<file path="config.mk">
export PLATFORM = sky130hd
export DESIGN_NAME = sdram_rom_loader
export DESIGN_NICKNAME = d
export VERILOG_FILES = /design/src/rtl/sdram_rom_loader.sv
export SDC_FILE = /design/constraint.sdc
export NUM_CORES = 1
export LEC_CHECK = 0
export ABC_CLOCK_PERIOD_IN_PS = 6700
export CAP_MARGIN = 0
export CORE_MARGIN = 8
export CORE_UTILIZATION = 31
export CTS_CLUSTER_DIAMETER = 60
export CTS_CLUSTER_SIZE = 30
export DETAILED_ROUTE_END_ITERATION = 10
export GPL_TIMING_DRIVEN = 0
export HOLD_SLACK_MARGIN = 0.02
export MAX_ROUTING_LAYER = met4
export PLACE_DENSITY = 0.55
export SLEW_MARGIN = 20
export SYNTH_ARGS = -nofsm -noshare
export SYNTH_HDL_FRONTEND = slang
export SYNTH_SLANG_ARGS = --single-unit
</file>
<file path="constraint.sdc">
create_clock -name clk -period 6.7 [get_ports clk]
set_clock_uncertainty 0.2 [all_clocks]
set_input_delay 1.005 -clock clk [delete_from_list [all_inputs] [get_ports clk]]
set_output_delay 1.005 -clock clk [all_outputs]
set_load 0.01 [all_outputs]
</file>
<file path="src/rtl/sdram_rom_loader.sv">
// Turns the byte-wide ROM download stream into 16-bit toggle-handshake write
// requests on two SDRAM controller ports (CPU banks on port 1, graphics on port 2).
module sdram_rom_loader #(
  parameter logic [24:0] PORT2_BASE = 25'h0100000,
  parameter logic [23:0] PORT2_OFFS = 24'h000000
) (
  input  logic        clk,
  input  logic        init_n,
  input  logic        ioctl_download,
  input  logic        ioctl_wr,
  input  logic [24:0] ioctl_addr,
  input  logic [7:0]  ioctl_dout,
  output logic        ioctl_wait,
  output logic        p1_req,
  input  logic        p1_ack,
  output logic        p1_we,
  output logic [22:0] p1_a,
  output logic [1:0]  p1_ds,
  output logic [15:0] p1_d,
  output logic        p2_req,
  input  logic        p2_ack,
  output logic        p2_we,
  output logic [22:0] p2_a,
  output logic [1:0]  p2_ds,
  output logic [15:0] p2_d,
  output logic        busy,
  output logic        done,
  output logic [23:0] word_count
);

  typedef enum logic [1:0] {S_IDLE, S_LOAD, S_FLUSH, S_FINISH} state_t;

  // Handshake: a port is in flight while req != ack; the issuer toggles req with
  // a/ds/d in the same cycle and holds them until ack catches up.
  state_t      state_q, state_d;
  logic        dl_q;
  logic        skid_v_q, skid_v_d, skid_port_q, skid_port_d, skid_odd_q, skid_odd_d;
  logic [22:0] skid_wa_q, skid_wa_d;
  logic [7:0]  skid_dat_q, skid_dat_d;
  logic        pend_v_q, pend_v_d, pend_port_q, pend_port_d;
  logic [22:0] pend_wa_q, pend_wa_d;
  logic [7:0]  pend_dat_q, pend_dat_d;
  logic        p1_req_q, p1_req_d, p2_req_q, p2_req_d;
  logic [22:0] p1_a_q, p1_a_d, p2_a_q, p2_a_d;
  logic [1:0]  p1_ds_q, p1_ds_d, p2_ds_q, p2_ds_d;
  logic [15:0] p1_d_q, p1_d_d, p2_d_q, p2_d_d;
  logic        wait_q, wait_d, busy_q, busy_d, done_q, done_d, ovf_q, ovf_d;
  logic [23:0] wcnt_q, wcnt_d;

  logic        live_port, p1_busy, p2_busy, active;
  logic [24:0] p2_rel;
  logic [23:0] live_ba;
  logic        cur_v, cur_port, cur_odd, pend_match;
  logic [22:0] cur_wa;
  logic [7:0]  cur_dat;
  logic        iss_v, iss_port, grant, g_consume, g_clr, g_set, consumed;
  logic [22:0] iss_wa;
  logic [1:0]  iss_ds;
  logic [15:0] iss_d;

  always_comb begin
    live_port = (ioctl_addr >= PORT2_BASE);
    p2_rel    = ioctl_addr - PORT2_BASE;
    live_ba   = live_port ? (p2_rel[23:0] + PORT2_OFFS) : ioctl_addr[23:0];
  end

  always_comb begin
    state_d = state_q;
    skid_v_d = skid_v_q; skid_port_d = skid_port_q; skid_odd_d = skid_odd_q;
    skid_wa_d = skid_wa_q; skid_dat_d = skid_dat_q;
    pend_v_d = pend_v_q; pend_port_d = pend_port_q; pend_wa_d = pend_wa_q; pend_dat_d = pend_dat_q;
    p1_req_d = p1_req_q; p1_a_d = p1_a_q; p1_ds_d = p1_ds_q; p1_d_d = p1_d_q;
    p2_req_d = p2_req_q; p2_a_d = p2_a_q; p2_ds_d = p2_ds_q; p2_d_d = p2_d_q;
    wcnt_d = wcnt_q;
    ovf_d  = ovf_q;
    p1_busy = (p1_req_q != p1_ack);
    p2_busy = (p2_req_q != p2_ack);
    active  = (state_q == S_LOAD) || (state_q == S_FLUSH);

    // The skid byte is older than any live strobe, so it is always served first.
    cur_v = 1'b0; cur_port = skid_port_q; cur_odd = skid_odd_q;
    cur_wa = skid_wa_q; cur_dat = skid_dat_q;
    if (active && skid_v_q) begin
      cur_v = 1'b1;
    end else if (active && ioctl_wr) begin
      cur_v = 1'b1; cur_port = live_port; cur_odd = live_ba[0];
      cur_wa = live_ba[23:1]; cur_dat = ioctl_dout;
    end
    pend_match = pend_v_q && (pend_wa_q == cur_wa) && (pend_port_q == cur_port);

    iss_v = 1'b0; iss_port = pend_port_q; iss_wa = pend_wa_q;
    iss_ds = 2'b01; iss_d = {8'h00, pend_dat_q};
    g_consume = 1'b0; g_clr = 1'b0; g_set = 1'b0; consumed = 1'b0;
    if (cur_v) begin
      if (!cur_odd) begin
        if (pend_v_q && !pend_match) begin
          iss_v = 1'b1; g_set = 1'b1; g_consume = 1'b1;
        end else begin
          pend_v_d = 1'b1; pend_port_d = cur_port; pend_wa_d = cur_wa; pend_dat_d = cur_dat;
          consumed = 1'b1;
        end
      end else if (pend_match) begin
        iss_v = 1'b1; iss_ds = 2'b11; iss_d = {cur_dat, pend_dat_q};
        g_clr = 1'b1; g_consume = 1'b1;
      end else if (pend_v_q) begin
        // Unrelated low byte goes out first; this odd byte is retried next cycle.
        iss_v = 1'b1; g_clr = 1'b1;
      end else begin
        iss_v = 1'b1; iss_port = cur_port; iss_wa = cur_wa;
        iss_ds = 2'b10; iss_d = {cur_dat, 8'h00}; g_consume = 1'b1;
      end
    end else if (state_q == S_FLUSH && pend_v_q) begin
      iss_v = 1'b1; g_clr = 1'b1;
    end

    grant = iss_v && !(iss_port ? p2_busy : p1_busy);
    if (grant) begin
      wcnt_d = wcnt_q + 24'd1;
      if (iss_port) begin
        p2_req_d = ~p2_req_q; p2_a_d = iss_wa; p2_ds_d = iss_ds; p2_d_d = iss_d;
      end else begin
        p1_req_d = ~p1_req_q; p1_a_d = iss_wa; p1_ds_d = iss_ds; p1_d_d = iss_d;
      end
      if (g_clr) pend_v_d = 1'b0;
      if (g_set) begin
        pend_v_d = 1'b1; pend_port_d = cur_port; pend_wa_d = cur_wa; pend_dat_d = cur_dat;
      end
      consumed = g_consume;
    end

    if (skid_v_q) begin
      if (consumed) skid_v_d = 1'b0;
      if (active && ioctl_wr) begin
        if (consumed) begin
          skid_v_d = 1'b1; skid_port_d = live_port; skid_odd_d = live_ba[0];
          skid_wa_d = live_ba[23:1]; skid_dat_d = ioctl_dout;
        end else begin
          ovf_d = 1'b1;
        end
      end
    end else if (cur_v && !consumed) begin
      skid_v_d = 1'b1; skid_port_d = cur_port; skid_odd_d = cur_odd;
      skid_wa_d = cur_wa; skid_dat_d = cur_dat;
    end

    case (state_q)
      S_IDLE:   if (ioctl_download && !dl_q) begin state_d = S_LOAD; wcnt_d = 24'd0; end
      S_LOAD:   if (!ioctl_download) state_d = S_FLUSH;
      S_FLUSH:  if (!cur_v && !pend_v_q && !p1_busy && !p2_busy) state_d = S_FINISH;
      S_FINISH: state_d = S_IDLE;
      default:  state_d = S_IDLE;
    endcase

    wait_d = skid_v_d;
    busy_d = (state_d == S_LOAD) || (state_d == S_FLUSH);
    done_d = (state_d == S_FINISH);
  end

  always_ff @(posedge clk or negedge init_n) begin
    if (!init_n) begin
      state_q <= S_IDLE; dl_q <= 1'b0;
      skid_v_q <= 1'b0; skid_port_q <= 1'b0; skid_odd_q <= 1'b0; skid_wa_q <= '0; skid_dat_q <= '0;
      pend_v_q <= 1'b0; pend_port_q <= 1'b0; pend_wa_q <= '0; pend_dat_q <= '0;
      p1_req_q <= 1'b0; p1_a_q <= '0; p1_ds_q <= '0; p1_d_q <= '0;
      p2_req_q <= 1'b0; p2_a_q <= '0; p2_ds_q <= '0; p2_d_q <= '0;
      wait_q <= 1'b0; busy_q <= 1'b0; done_q <= 1'b0; ovf_q <= 1'b0; wcnt_q <= '0;
    end else begin
      state_q <= state_d; dl_q <= ioctl_download;
      skid_v_q <= skid_v_d; skid_port_q <= skid_port_d; skid_odd_q <= skid_odd_d;
      skid_wa_q <= skid_wa_d; skid_dat_q <= skid_dat_d;
      pend_v_q <= pend_v_d; pend_port_q <= pend_port_d; pend_wa_q <= pend_wa_d; pend_dat_q <= pend_dat_d;
      p1_req_q <= p1_req_d; p1_a_q <= p1_a_d; p1_ds_q <= p1_ds_d; p1_d_q <= p1_d_d;
      p2_req_q <= p2_req_d; p2_a_q <= p2_a_d; p2_ds_q <= p2_ds_d; p2_d_q <= p2_d_d;
      wait_q <= wait_d; busy_q <= busy_d; done_q <= done_d; ovf_q <= ovf_d; wcnt_q <= wcnt_d;
    end
  end

  assign ioctl_wait = wait_q;
  assign p1_req = p1_req_q; assign p1_we = 1'b1; assign p1_a = p1_a_q;
  assign p1_ds = p1_ds_q; assign p1_d = p1_d_q;
  assign p2_req = p2_req_q; assign p2_we = 1'b1; assign p2_a = p2_a_q;
  assign p2_ds = p2_ds_q; assign p2_d = p2_d_q;
  assign busy = busy_q;
  assign done = done_q;
  assign word_count = wcnt_q;

endmodule

</file>
==> impl_metrics.csv <==
group,metric,value,unit
critical_path,r2r_setup_slack,0.53,ns
power,p_total,5.42,mW
synth,synth_edf_count,0,
drt,drt-initial-drc-count,488,
timing,rsz0062_at_grt,"no",
cts,clock_path_buffers,2,
floorplan,core,27600,um^2
cts,clk_latency,0.43,ns
synth,synth.avg_cell_area,10.1,um^2
floorplan,dieArea,33600,um^2
cts,path_clk_slew,0.07,ns
critical_path,cp_cell_sequence,"clkdlybuf4s50_1 > nand3b_1 > buf_6 > clkbuf_1 > nor4_1 > a22oi_1 > or4b_4 > nor4_4 > nand2_1 > nand2_1 > ha_1 > mux2i_1 > and2_0 > clkbuf_1 > o21a_1 > o211ai_1 > mux2i_1 > clkbuf_1 > mux2_2",
worst_hold_path,hold_end,"p2_a[17]$_DFFE_PN0P_",
cells_and_area,area_growth,30.3,%
synth,ys_types,61,
timing,slew_headroom,33.5,%
drt,postRouteAntennaNets,0,
timing,worst_pin_slew,0.993,ns
grt,grt_max_degree,92,
critical_path,cp.arrival,6.55,ns
cts,htree_levels,4,
grt,grt.total_usage,16.5,%
synth,synth_area,8670,um^2
drt,drc,0,
power,powerDensity,480,nW/um^2
synth,synthTopCellsByArea,"dfrtp_1 (52%), nand2_1 (6.6%), o21ai_0 (5.9%), mux2i_1 (4.0%), mux2_2 (3.8%)",
synth,ys.flop_type,"dfrtp_1",
cells_and_area,regArea,4500,um^2
outcome,status,"complete, no violations",
grt,grt_overflow,0,
critical_path,cp_max_fo,10,
place,place_hpwl,19100,um
critical_path,cpPeakStageDelay,0.67,ns
drt,via_count,6895,
drt,wl_met1,13100,um
worst_hold_path,hold_class,"register to register",
critical_path,cp_top_family,"simple AND/OR/NAND/NOR gates",
floorplan,dieWidth,183,um
critical_path,cp.required,6.82,ns
drt,met2_length,12000,um
synth,synth_async_sr_flop_share,100,%
cells_and_area,drive_above_1_share,9.11,%
cts,cts_hold_buf,0,
drt,met3WireLength,1190,um
timing,min_period_over_period,96.0,%
cts,cts_setup_buffers,0,
worst_hold_path,whs_path_depth,2,
drt,wl,26600,um
cts,cts_root_buf,"clkbuf_16",
floorplan,initial_core_util,31.4,%
timing,hold_viol_final,0,
grt,grt_antenna_before_repair,0,
timing,fmax,156,MHz
critical_path,r2r_start,"state_q[1]$_DFF_PN0_",
job,cap_viol_max_count,0,
power,peakVddDrop,0.000239,V
drt,first_pass_iters,5,
drt,wire_per_inst,18.7,um
synth,yosysTopAreaCellShare,52.0,%
cts,cts_sinks,180,
cells_and_area,nets,1081,
critical_path,crit_buf_inv,5,
worst_hold_path,hold_path_startpoint,"p2_a[17]$_DFFE_PN0P_",
floorplan,ioPinCount,152,
drt,via_per_inst,4.85,
cts,numCtsBuffers,17,
floorplan,die_h,183,um
timing,finalMaxSlewViolations,0,
cts,cts_resized,0,
critical_path,worst-setup-path-type,"primary input to register",
synth,yosysWarnings,0,
place,port_buffers,149,
critical_path,cpMostUsedCell,"clkbuf_1",
drt,topRoutingLayerUsed,"met4",
grt,grt_pass1_vias,7006,
power,power_leakage,4.84,nW
synth,ys_seq_area_share,52.0,%
critical_path,endpoint_kind,"register",
grt,grt_pass1_wl,41500,um
synth,yosys.area.top_type,"dfrtp_1",
synth,syn_inst,860,
timing,finalCriticalPeriod,6.43,ns
timing,setup_violations,0,
synth,ys_ff_latch,180,
cells_and_area,fill_cells,2777,
place,dp.cells,1389,
critical_path,reg2reg_depth,21,
critical_path,r2r-end,"skid_wa_q[9]$_DFFE_PN0P_",
cells_and_area,instances_no_fill,1422,
floorplan,rows,61,
critical_path,worst_path_max_delay_cell,"clkbuf_1",
critical_path,cp-start-kind,"primary input",
cts,cts_tree,"built",
cells_and_area,multiInputGateArea,3800,um^2
place,globalplace.congestion,0.863,
-- synth_stat cells (all sizes together), types with 9 or more instances --
cell type,n
a21oi,41
buf,14
clkbuf,32
dfrtp,180
ha,12
inv,34
mux2,46
mux2i,35
nand2,152
nand3,11
nand4,9
nor2,50
nor4,10
o21ai,104
xnor2,25
xor2,22
-- layer usage --
metal | up-vias | GRT usage (%)
met4 | 0 | 4.20
met1 | 3409 | 22.6
met3 | 21 | 3.01
met2 | 168 | 24.8
li1 | 3297 | -
met5 | - | -
-- cells in the final DEF, fill, tap and decap left out, types with 3 or more instances in the layout --
cell,n
mux2_4,17
a31oi_1,3
inv_6,3
and2_1,7
xor2_1,22
nor2b_1,4
mux2_2,29
nand2b_1,3
inv_1,34
mux2i_1,35
nand4_1,9
nor2_1,50
buf_1,3
nand2_1,152
o211ai_1,5
or3_1,6
a21oi_1,41
o21a_1,6
clkbuf_1,33
dfrtp_1,180
clkbuf_16,17
xnor2_1,25
buf_2,4
a222oi_1,3
nor3_1,4
clkdlybuf4s50_1,148
clkinvlp_4,3
bufinv_16,3
buf_6,3
o21ai_0,102
nor4_1,9
inv_8,4
nand3_1,11
a2111oi_0,3
ha_1,12
o2111ai_1,3
-- registers in the layout (all words and copies together) (netlist names), 8 cells and up --
name	count
p2_d	16
pend_dat_q	8
skid_dat_q	8
word_count	24
p2_a	23
p1_d	16
skid_wa_q	23
p1_a	23
pend_wa_q	23
-- per-stage QoR --
stage	cell area [um^2]	utilization [%]	hold WS [ns]	setup TNS (ns)	worst slack [ns]
finish	11300	40.9	0.278	0	0.269
global route	11300	40.9	0.304	0	0.121
CTS	11300	40.9	0.289	0	0.366
detailed placement	10700	38.6	0.273	-0.750	-0.0735
global placement	10600	38.5	0.264	-644.05	-3.60
floorplan	8670	-	0.259	0	1.60
-- logic make-up after synthesis --
family / Yosys count / share of synthesized area (%)
compound gates: 187 / 12.4
xor+xnor: 47 / 4.75
fa+ha+maj: 12 / 1.73
buf+inv: 80 / 4.24
flops: 180 / 52.0
mux: 81 / 10.8
other cells: 1 / 0.0433
simple gates: 272 / 14.1
-- worst register-to-register path: stages, from the launching register on --
cell	delay, ns
dfrtp_1	0.40
inv_1	0.11
ha_1	0.30
buf_2	0.19
nand3b_1	0.11
buf_6	0.18
clkbuf_1	0.30
nor4_1	0.37
a22oi_1	0.15
or4b_4	0.58
nor4_4	0.40
nand2_1	0.13
nand2_1	0.12
ha_1	0.17
mux2i_1	0.12
and2_0	0.21
clkbuf_1	0.14
o21a_1	0.17
o211ai_1	0.32
mux2i_1	0.33
clkbuf_1	0.67
mux2_2	0.41
-- worst max-delay path by stage --
stage / from / end / slack (ns) / cells past startpoint
after floorplan: ioctl_wr / pend_wa_q[0]$_DFF_PN0_ / 1.60 / 20
after global placement: init_n / p1_a[4]$_DFFE_PN0P_ / -3.60 / 1
after detailed placement: ioctl_wr / skid_wa_q[0]$_DFFE_PN0P_ / -0.07 / 19
after CTS: ioctl_wr / skid_wa_q[9]$_DFFE_PN0P_ / 0.37 / 19
after global routing: ioctl_wr / skid_wa_q[8]$_DFFE_PN0P_ / 0.12 / 20
final: ioctl_wr / skid_wa_q[9]$_DFFE_PN0P_ / 0.27 / 19
-- layout make-up --
cell class,count,share of cell area (%)
buffer,46,2.13
clock inverter,14,1.71
tap,378,4.19
clock buffer,18,3.80
sequential,180,39.9
inverter,34,1.13
multi-input combinational,601,33.6
antenna,1,0.0222
timing repair buffer,150,13.5
-- power by group --
| part | internal (mW) | leakage, nW | switching [mW] | total (mW) |
|---|---|---|---|---|
| Combinational | 1.15 | 2.27 | 1.32 | 2.47 |
| Clock | 0.603 | 0.295 | 0.489 | 1.09 |
| Sequential | 1.53 | 2.28 | 0.330 | 1.86 |
No activity file was read; power rests on OpenSTA's default activity.
